===== config.mk =====
export PLATFORM = sky130hd
export DESIGN_NAME = dmem_arbiter
export DESIGN_NICKNAME = d
export VERILOG_FILES = /design/src/rtl/dmem_arbiter.sv
export SDC_FILE = /design/constraint.sdc
export NUM_CORES = 1
export LEC_CHECK = 0
export ABC_AREA = 1
export CAP_MARGIN = 20
export CORE_AREA = 2 2 118 120
export DETAILED_ROUTE_END_ITERATION = 6
export DIE_AREA = 0 0 120 122
export GPL_TIMING_DRIVEN = 1
export PLACE_DENSITY = 0.78
export SLEW_MARGIN = 20
export SYNTH_ARGS = -nofsm -noshare
export SYNTH_HDL_FRONTEND = slang
export SYNTH_SLANG_ARGS = --single-unit

===== constraint.sdc =====
create_clock -name clk -period 4.95 [get_ports clk]
set_clock_uncertainty 0.15 [all_clocks]
set_input_delay 0.7425 -clock clk [delete_from_list [all_inputs] [get_ports clk]]
set_output_delay 0.7425 -clock clk [all_outputs]
set_load 0.005 [all_outputs]

===== src/rtl/dmem_arbiter.sv =====
// -----------------------------------------------------------------------------
// dmem_arbiter
//
// Lets the pipeline MEM stage (CPU port) and a DMA/loader port share a single
// port, byte-addressable data memory.
//
// Arbitration rules:
//   - The CPU has fixed priority.
//   - A DMA request that has been refused WAIT_MAX cycles in a row is granted
//     ahead of the CPU, so the DMA cannot be starved.
//   - A DMA grant taken with dma_lock set opens a locked burst. During the
//     burst the DMA owns the memory for up to BURST_MAX consecutive grants.
//     When the burst ends, a pending CPU request always wins the next cycle.
//
// The granted port's request fields drive the memory unchanged. Read data is
// captured per port one cycle after a read grant and flagged by a one-cycle
// rvalid pulse.
//
// Ports:
//   clk, rst       system clock; synchronous, active-high reset
//   cpu_*          CPU request (req/we/byte/addr/wdata), grant, stall and
//                  registered read data with its valid pulse
//   dma_*          DMA request (req/lock/we/byte/addr/wdata), grant and
//                  registered read data with its valid pulse
//   mem_*          memory write enable, address, write data, byte select;
//                  mem_rd is the memory's asynchronous read data
// -----------------------------------------------------------------------------
module dmem_arbiter #(
  parameter int DATA_WIDTH = 32,
  parameter int WAIT_MAX   = 8,   // starvation threshold, >= 1
  parameter int BURST_MAX  = 16   // longest locked burst, >= 1
) (
  input  logic                  clk,
  input  logic                  rst,

  input  logic                  cpu_req,
  input  logic                  cpu_we,
  input  logic                  cpu_byte,
  input  logic [DATA_WIDTH-1:0] cpu_addr,
  input  logic [DATA_WIDTH-1:0] cpu_wdata,
  output logic                  cpu_gnt,
  output logic                  cpu_stall,
  output logic [DATA_WIDTH-1:0] cpu_rdata,
  output logic                  cpu_rvalid,

  input  logic                  dma_req,
  input  logic                  dma_lock,
  input  logic                  dma_we,
  input  logic                  dma_byte,
  input  logic [DATA_WIDTH-1:0] dma_addr,
  input  logic [DATA_WIDTH-1:0] dma_wdata,
  output logic                  dma_gnt,
  output logic [DATA_WIDTH-1:0] dma_rdata,
  output logic                  dma_rvalid,

  output logic                  mem_we,
  output logic [DATA_WIDTH-1:0] mem_a,
  output logic [DATA_WIDTH-1:0] mem_wd,
  output logic                  mem_byteaddr,
  input  logic [DATA_WIDTH-1:0] mem_rd
);

  // Counter widths: each counter must be able to hold its limit value.
  localparam int WCW = $clog2(WAIT_MAX + 1);
  localparam int BCW = $clog2(BURST_MAX + 1);

  localparam logic [WCW-1:0] WAIT_LIMIT  = WCW'(WAIT_MAX);
  localparam logic [BCW-1:0] BURST_LIMIT = BCW'(BURST_MAX);

  typedef enum logic [0:0] {
    CPU_PRI   = 1'b0,
    DMA_BURST = 1'b1
  } state_t;

  state_t         state;
  state_t         state_next;
  logic [WCW-1:0] wait_cnt;    // consecutive cycles the DMA was refused
  logic [WCW-1:0] wait_next;
  logic [BCW-1:0] burst_cnt;   // DMA grants taken in the current burst
  logic [BCW-1:0] burst_next;
  logic           starve;
  logic           burst_exit;

  assign starve = (wait_cnt == WAIT_LIMIT);

  // ---------------------------------------------------------------------------
  // State register
  // ---------------------------------------------------------------------------
  // NOTE: sequential state uses non-blocking (<=) assignments only. Then every
  // flop samples the values from before the clock edge, whatever order the
  // blocks run in.
  always_ff @(posedge clk) begin
    if (rst) begin
      state     <= CPU_PRI;
      wait_cnt  <= '0;
      burst_cnt <= '0;
    end else begin
      state     <= state_next;
      wait_cnt  <= wait_next;
      burst_cnt <= burst_next;
    end
  end

  // ---------------------------------------------------------------------------
  // Grant logic (FSM output decode)
  // ---------------------------------------------------------------------------
  // Reset masks both grants, so no memory write can slip out while the block
  // is being reset.
  // NOTE: every always_comb output gets a default before any branch. Otherwise
  // a path that leaves an output unassigned would infer a latch.
  always_comb begin
    cpu_gnt = 1'b0;
    dma_gnt = 1'b0;
    if (!rst) begin
      unique case (state)
        CPU_PRI: begin
          dma_gnt = dma_req & (starve | ~cpu_req);
          cpu_gnt = cpu_req & ~(dma_req & (starve | ~cpu_req));
        end
        DMA_BURST: begin
          dma_gnt = dma_req;
          cpu_gnt = 1'b0;
        end
        default: begin
          dma_gnt = 1'b0;
          cpu_gnt = 1'b0;
        end
      endcase
    end
  end

  assign cpu_stall = cpu_req & ~cpu_gnt;

  // ---------------------------------------------------------------------------
  // Next-state and counter logic
  // ---------------------------------------------------------------------------
  always_comb begin
    state_next = state;
    burst_next = burst_cnt;
    burst_exit = 1'b0;

    unique case (state)
      CPU_PRI: begin
        if (dma_gnt && dma_lock) begin
          state_next = DMA_BURST;
          burst_next = BCW'(1);   // the opening grant counts as beat 1
        end
      end
      DMA_BURST: begin
        if (!dma_req || !dma_lock || (dma_gnt && (burst_cnt == BURST_LIMIT))) begin
          state_next = CPU_PRI;
          burst_next = '0;
          burst_exit = 1'b1;
        end else if (dma_gnt) begin
          burst_next = burst_cnt + BCW'(1);
        end
      end
      default: begin
        state_next = CPU_PRI;
        burst_next = '0;
      end
    endcase

    // The count is cleared when a burst ends. A waiting CPU then wins the
    // next cycle, even if it asserted its request late in the burst.
    wait_next = wait_cnt;
    if (burst_exit || dma_gnt || !dma_req) begin
      wait_next = '0;
    end else if (!starve) begin
      wait_next = wait_cnt + WCW'(1);   // refused: count up, saturating
    end
  end

  // ---------------------------------------------------------------------------
  // Memory request mux
  // ---------------------------------------------------------------------------
  // When neither port is granted, the memory sees all zeros.
  always_comb begin
    mem_we       = 1'b0;
    mem_a        = '0;
    mem_wd       = '0;
    mem_byteaddr = 1'b0;
    if (cpu_gnt) begin
      mem_we       = cpu_we;
      mem_a        = cpu_addr;
      mem_wd       = cpu_wdata;
      mem_byteaddr = cpu_byte;
    end else if (dma_gnt) begin
      mem_we       = dma_we;
      mem_a        = dma_addr;
      mem_wd       = dma_wdata;
      mem_byteaddr = dma_byte;
    end
  end

  // ---------------------------------------------------------------------------
  // Read return path
  // ---------------------------------------------------------------------------
  // The memory reads asynchronously, so mem_rd is already valid during the
  // grant cycle. It is captured on the edge that ends that cycle. rdata keeps
  // its value between reads.
  // NOTE: the rdata registers are cleared on reset even though rvalid already
  // qualifies them. The ports then start from a known zero instead of
  // whatever the flops powered up with.
  always_ff @(posedge clk) begin
    if (rst) begin
      cpu_rvalid <= 1'b0;
      cpu_rdata  <= '0;
      dma_rvalid <= 1'b0;
      dma_rdata  <= '0;
    end else begin
      cpu_rvalid <= cpu_gnt & ~cpu_we;
      dma_rvalid <= dma_gnt & ~dma_we;
      if (cpu_gnt && !cpu_we) begin
        cpu_rdata <= mem_rd;
      end
      if (dma_gnt && !dma_we) begin
        dma_rdata <= mem_rd;
      end
    end
  end

  // ---------------------------------------------------------------------------
  // Structural invariants
  // ---------------------------------------------------------------------------
  a_one_grant : assert property (@(posedge clk) disable iff (rst)
    !(cpu_gnt && dma_gnt));

  a_we_needs_gnt : assert property (@(posedge clk) disable iff (rst)
    mem_we |-> (cpu_gnt || dma_gnt));

  a_burst_bound : assert property (@(posedge clk) disable iff (rst)
    (state == DMA_BURST) |-> (burst_cnt != '0) && (burst_cnt <= BURST_LIMIT));

endmodule


==> results by group <==
Global route
  • Vias in the first global route: between 4000 and 5000
  • Grt ovf: 0
  • GRT Overall Usage: 22.6%
  • First-pass GRT wire length: 24.6 mm
  • Initial antenna violation count: 2
  • Largest net degree at the start of global routing: approximately 50

Yosys
  • Most numerous cell in the Yosys netlist: nand2_1
  • List of most frequent post-synthesis cells: nand2_1, dfxtp_1, a22o_1, a21oi_1, inv_1
  • Post-synth cell types: 28
  • Synth area leaders: dfxtp_1, a22o_1, nand2_1, a21oi_1, a21oi_2
  • Ys async rst share: 0%
  • EDFF count, synth: 0
  • Top cell type's share of synthesized area: a little over two fifths
  • Area leader, netlist: dfxtp_1
  • Ys flop type: dfxtp_1
  • Seq cells post-synth: between 70 and 80
  • Synth warn: 0
  • Post-synthesis sequential area ratio: a little over two fifths
  • Syn_nets: 626
  • Avg Cell Area, Syn: 7.98 sq um
  • Post-synthesis cell area: 3620 sq um
  • Cells after Synth: between 400 and 500

Final layout
  • Area grow syn2layout: 94.2%
  • Nets: 912
  • Layout cells sized above 1: approximately 6.5%
  • Post-route cell area: roughly 7000 sq um

Detailed routing
  • Routed Antenna Nets: 0
  • Vias after detailed routing: ~4400
  • Pre-antenna DRT Iters: 5
  • Drt wl/cell: 19.2 um
  • DRC violations left: 0
  • WL final: 17.7 mm
  • Number of DRC markers in iteration 0: 230
  • Vias/cell: between 4 and 5

Die
  • Core Region: 13500 sq um
  • Die Wd: about 120 um
  • Die height: roughly 120 um
  • Starting Density: 26.8%
  • IO Pins: 304
  • Die area: 14600 sq um
  • FP Rows: 43

STA
  • Crit path time final: 4130 ps
  • Final Hold Vio Count: 0
  • Final setup viols: 0
  • Max_slew headroom: 41.2%
  • Setup ws final: 815 ps
  • RSZ-0062 raised after global routing: false
  • Final setup TNS: 0 ps
  • Post-route clock period utilization: between 80% and 90%
  • Slew Limit Fails: 0
  • Worst Tran Pin Value: 880 ps
  • Fmax: 0.242 GHz

Setup path
  • CP Data Required Time: 4060 ps
  • Critical Path Source Type: input port
  • Reg2reg path depth: 10
  • Crit Path Max Fanout: 50
  • Critical path launch point: cpu_req
  • Setup crit end kind: output pin
  • Worst setup path endpoint: mem_a[17]
  • Reg-to-Reg Start: wait_cnt[0]
  • WP data arrival: 3240 ps
  • Worst flop-to-flop path endpoint: dma_rdata[18]
  • R2r setup slk: 1840 ps
  • Critical path type: input port to output pin

Placed design
  • IO Port Bufs: 303
  • Placer Congestion: 0.907
  • HPWL after DPL: 13.7 mm
  • Area after DPL: 6700 sq um
  • Pre-CTS WS: 831 ps

CTS
  • Clock Latency Late Sink: 330 ps
  • Clock slew at reported path FFs: about 60 ps
  • CTS root buf: clkbuf_16
  • CTS tree: yes
  • Clock Sinks: 76
  • Setup bufs post-CTS: 0
  • H-tree depth: 3
  • CTS hold repair buffers: 0
  • Cts repair resizes: 0
  • Total CTS buffers: 9
  • Max clock buf depth: 2

Pwr
  • Total power: 1700 uW
  • VDD IR-drop max: roughly 0.24 mV
  • Pwr Density: 242 nW/um^2
  • Pleak: between 0.002 and 0.003 uW

Hold path
  • Worst hold path type: register to register

Outcome
  • Status: finished clean

Run
  • Total of max-cap violations: 0
[layout make-up]
| class | instances | area (sq um) |
|---|---|---|
| clock inverter | 4 | 73.8 |
| multi-input combinational | 323 | 1800 |
| timing repair buffer | 309 | 3070 |
| tap | 180 | 225 |
| fill | 1249 | 6480 |
| inverter | 20 | 76.3 |
| antenna | 2 | 5.00 |
| clock buffer | 11 | 243 |
| sequential | 76 | 1520 |
[worst min path at each step]
stage          cells past startpoint     startpoint            end
2_1_floorplan                      1    wait_cnt[0]    wait_cnt[0]
3_3_place_gp                       1    wait_cnt[0]    wait_cnt[0]
3_5_place_dp                       2  cpu_rdata[19]  cpu_rdata[19]
4_1_cts                            2  cpu_rdata[19]  cpu_rdata[19]
5_1_grt                            2   cpu_rdata[7]   cpu_rdata[7]
6_report                           2   cpu_rdata[9]   cpu_rdata[9]
[worst max-delay path, cell delays in order]
cell and delay, ps:
clkdlybuf4s50_1 420, inv_1 120, nor2_1 70, nand2_1 110, nand2_1 80, inv_2 650, buf_4 360, a22o_1 180
clkdlybuf4s50_1 510
[power by group]
group | switching (uW) | internal (uW)
combinational | 133 | 232
sequential | 8.83 | 627
clock | 245 | 452
[placed cells by master (no fill, tap or decap)]
cell | Yosys | routed
a22o_1 | 65 | 65
inv_2 | 2 | 2
diode_2 | 0 | 2
nor3_2 | 1 | 1
o21ai_1 | 1 | 1
bufinv_16 | 0 | 2
nand3b_1 | 1 | 1
nand2_2 | 10 | 10
buf_2 | 15 | 1
nand2_4 | 1 | 1
dfxtp_1 | 76 | 76
a21oi_1 | 61 | 61
xor2_1 | 2 | 2
nor2_2 | 1 | 1
clkbuf_16 | 0 | 9
buf_4 | 8 | 6
nor2_1 | 8 | 8
clkinv_4 | 0 | 1
nand4_1 | 7 | 7
nand2_1 | 135 | 135
inv_1 | 17 | 17
clkinv_2 | 1 | 2
a21oi_2 | 9 | 9
nor2_4 | 1 | 1
clkbuf_8 | 0 | 1
xnor2_1 | 1 | 1
ha_1 | 4 | 4
o21ai_0 | 2 | 2
nand3_2 | 1 | 1
clkdlybuf4s50_1 | 0 | 302
nand3_1 | 12 | 12
clkbuf_1 | 5 | 1
[per-layer routing]
| layer | vias to the layer above | wire, um | GRT usage (%) |
|---|---|---|---|
| li1 | 2130 | - | - |
| met1 | 2060 | 7120 | 27.1 |
| met2 | 211 | 8370 | 36.6 |
| met3 | 18 | 1990 | 10.4 |
| met4 | 2 | 242 | 6.10 |
| met5 | - | 10 | 0 |
[registers in the layout (all words and copies together) (netlist names)]
signal      cells
cpu_rdata      32
dma_rvalid      1
state           1
cpu_rvalid      1
burst_cnt       5
wait_cnt        4
dma_rdata      32
[logic make-up after synthesis]
group           count (synthesis)  synth area share, %
simple gates                  178                 21.0
compound gates                138                 26.8
flops                          76                 42.1
buf+inv                        54                 8.03
fa+ha+maj                       4                 1.38
xor+xnor                        3                0.727
[through the flow]
| stage | instances | hold slack, ps | utilization, % |
|---|---|---|---|
| after floorplan | 453 | 280 | - |
| after global placement | 908 | 295 | 49.6 |
| after detailed placement | 908 | 305 | 49.6 |
| after CTS | 923 | 314 | 52.0 |
| after global routing | 923 | 329 | 52.0 |
| final | 925 | 313 | 52.0 |
Note: power is estimated with default switching activity, not from simulation.
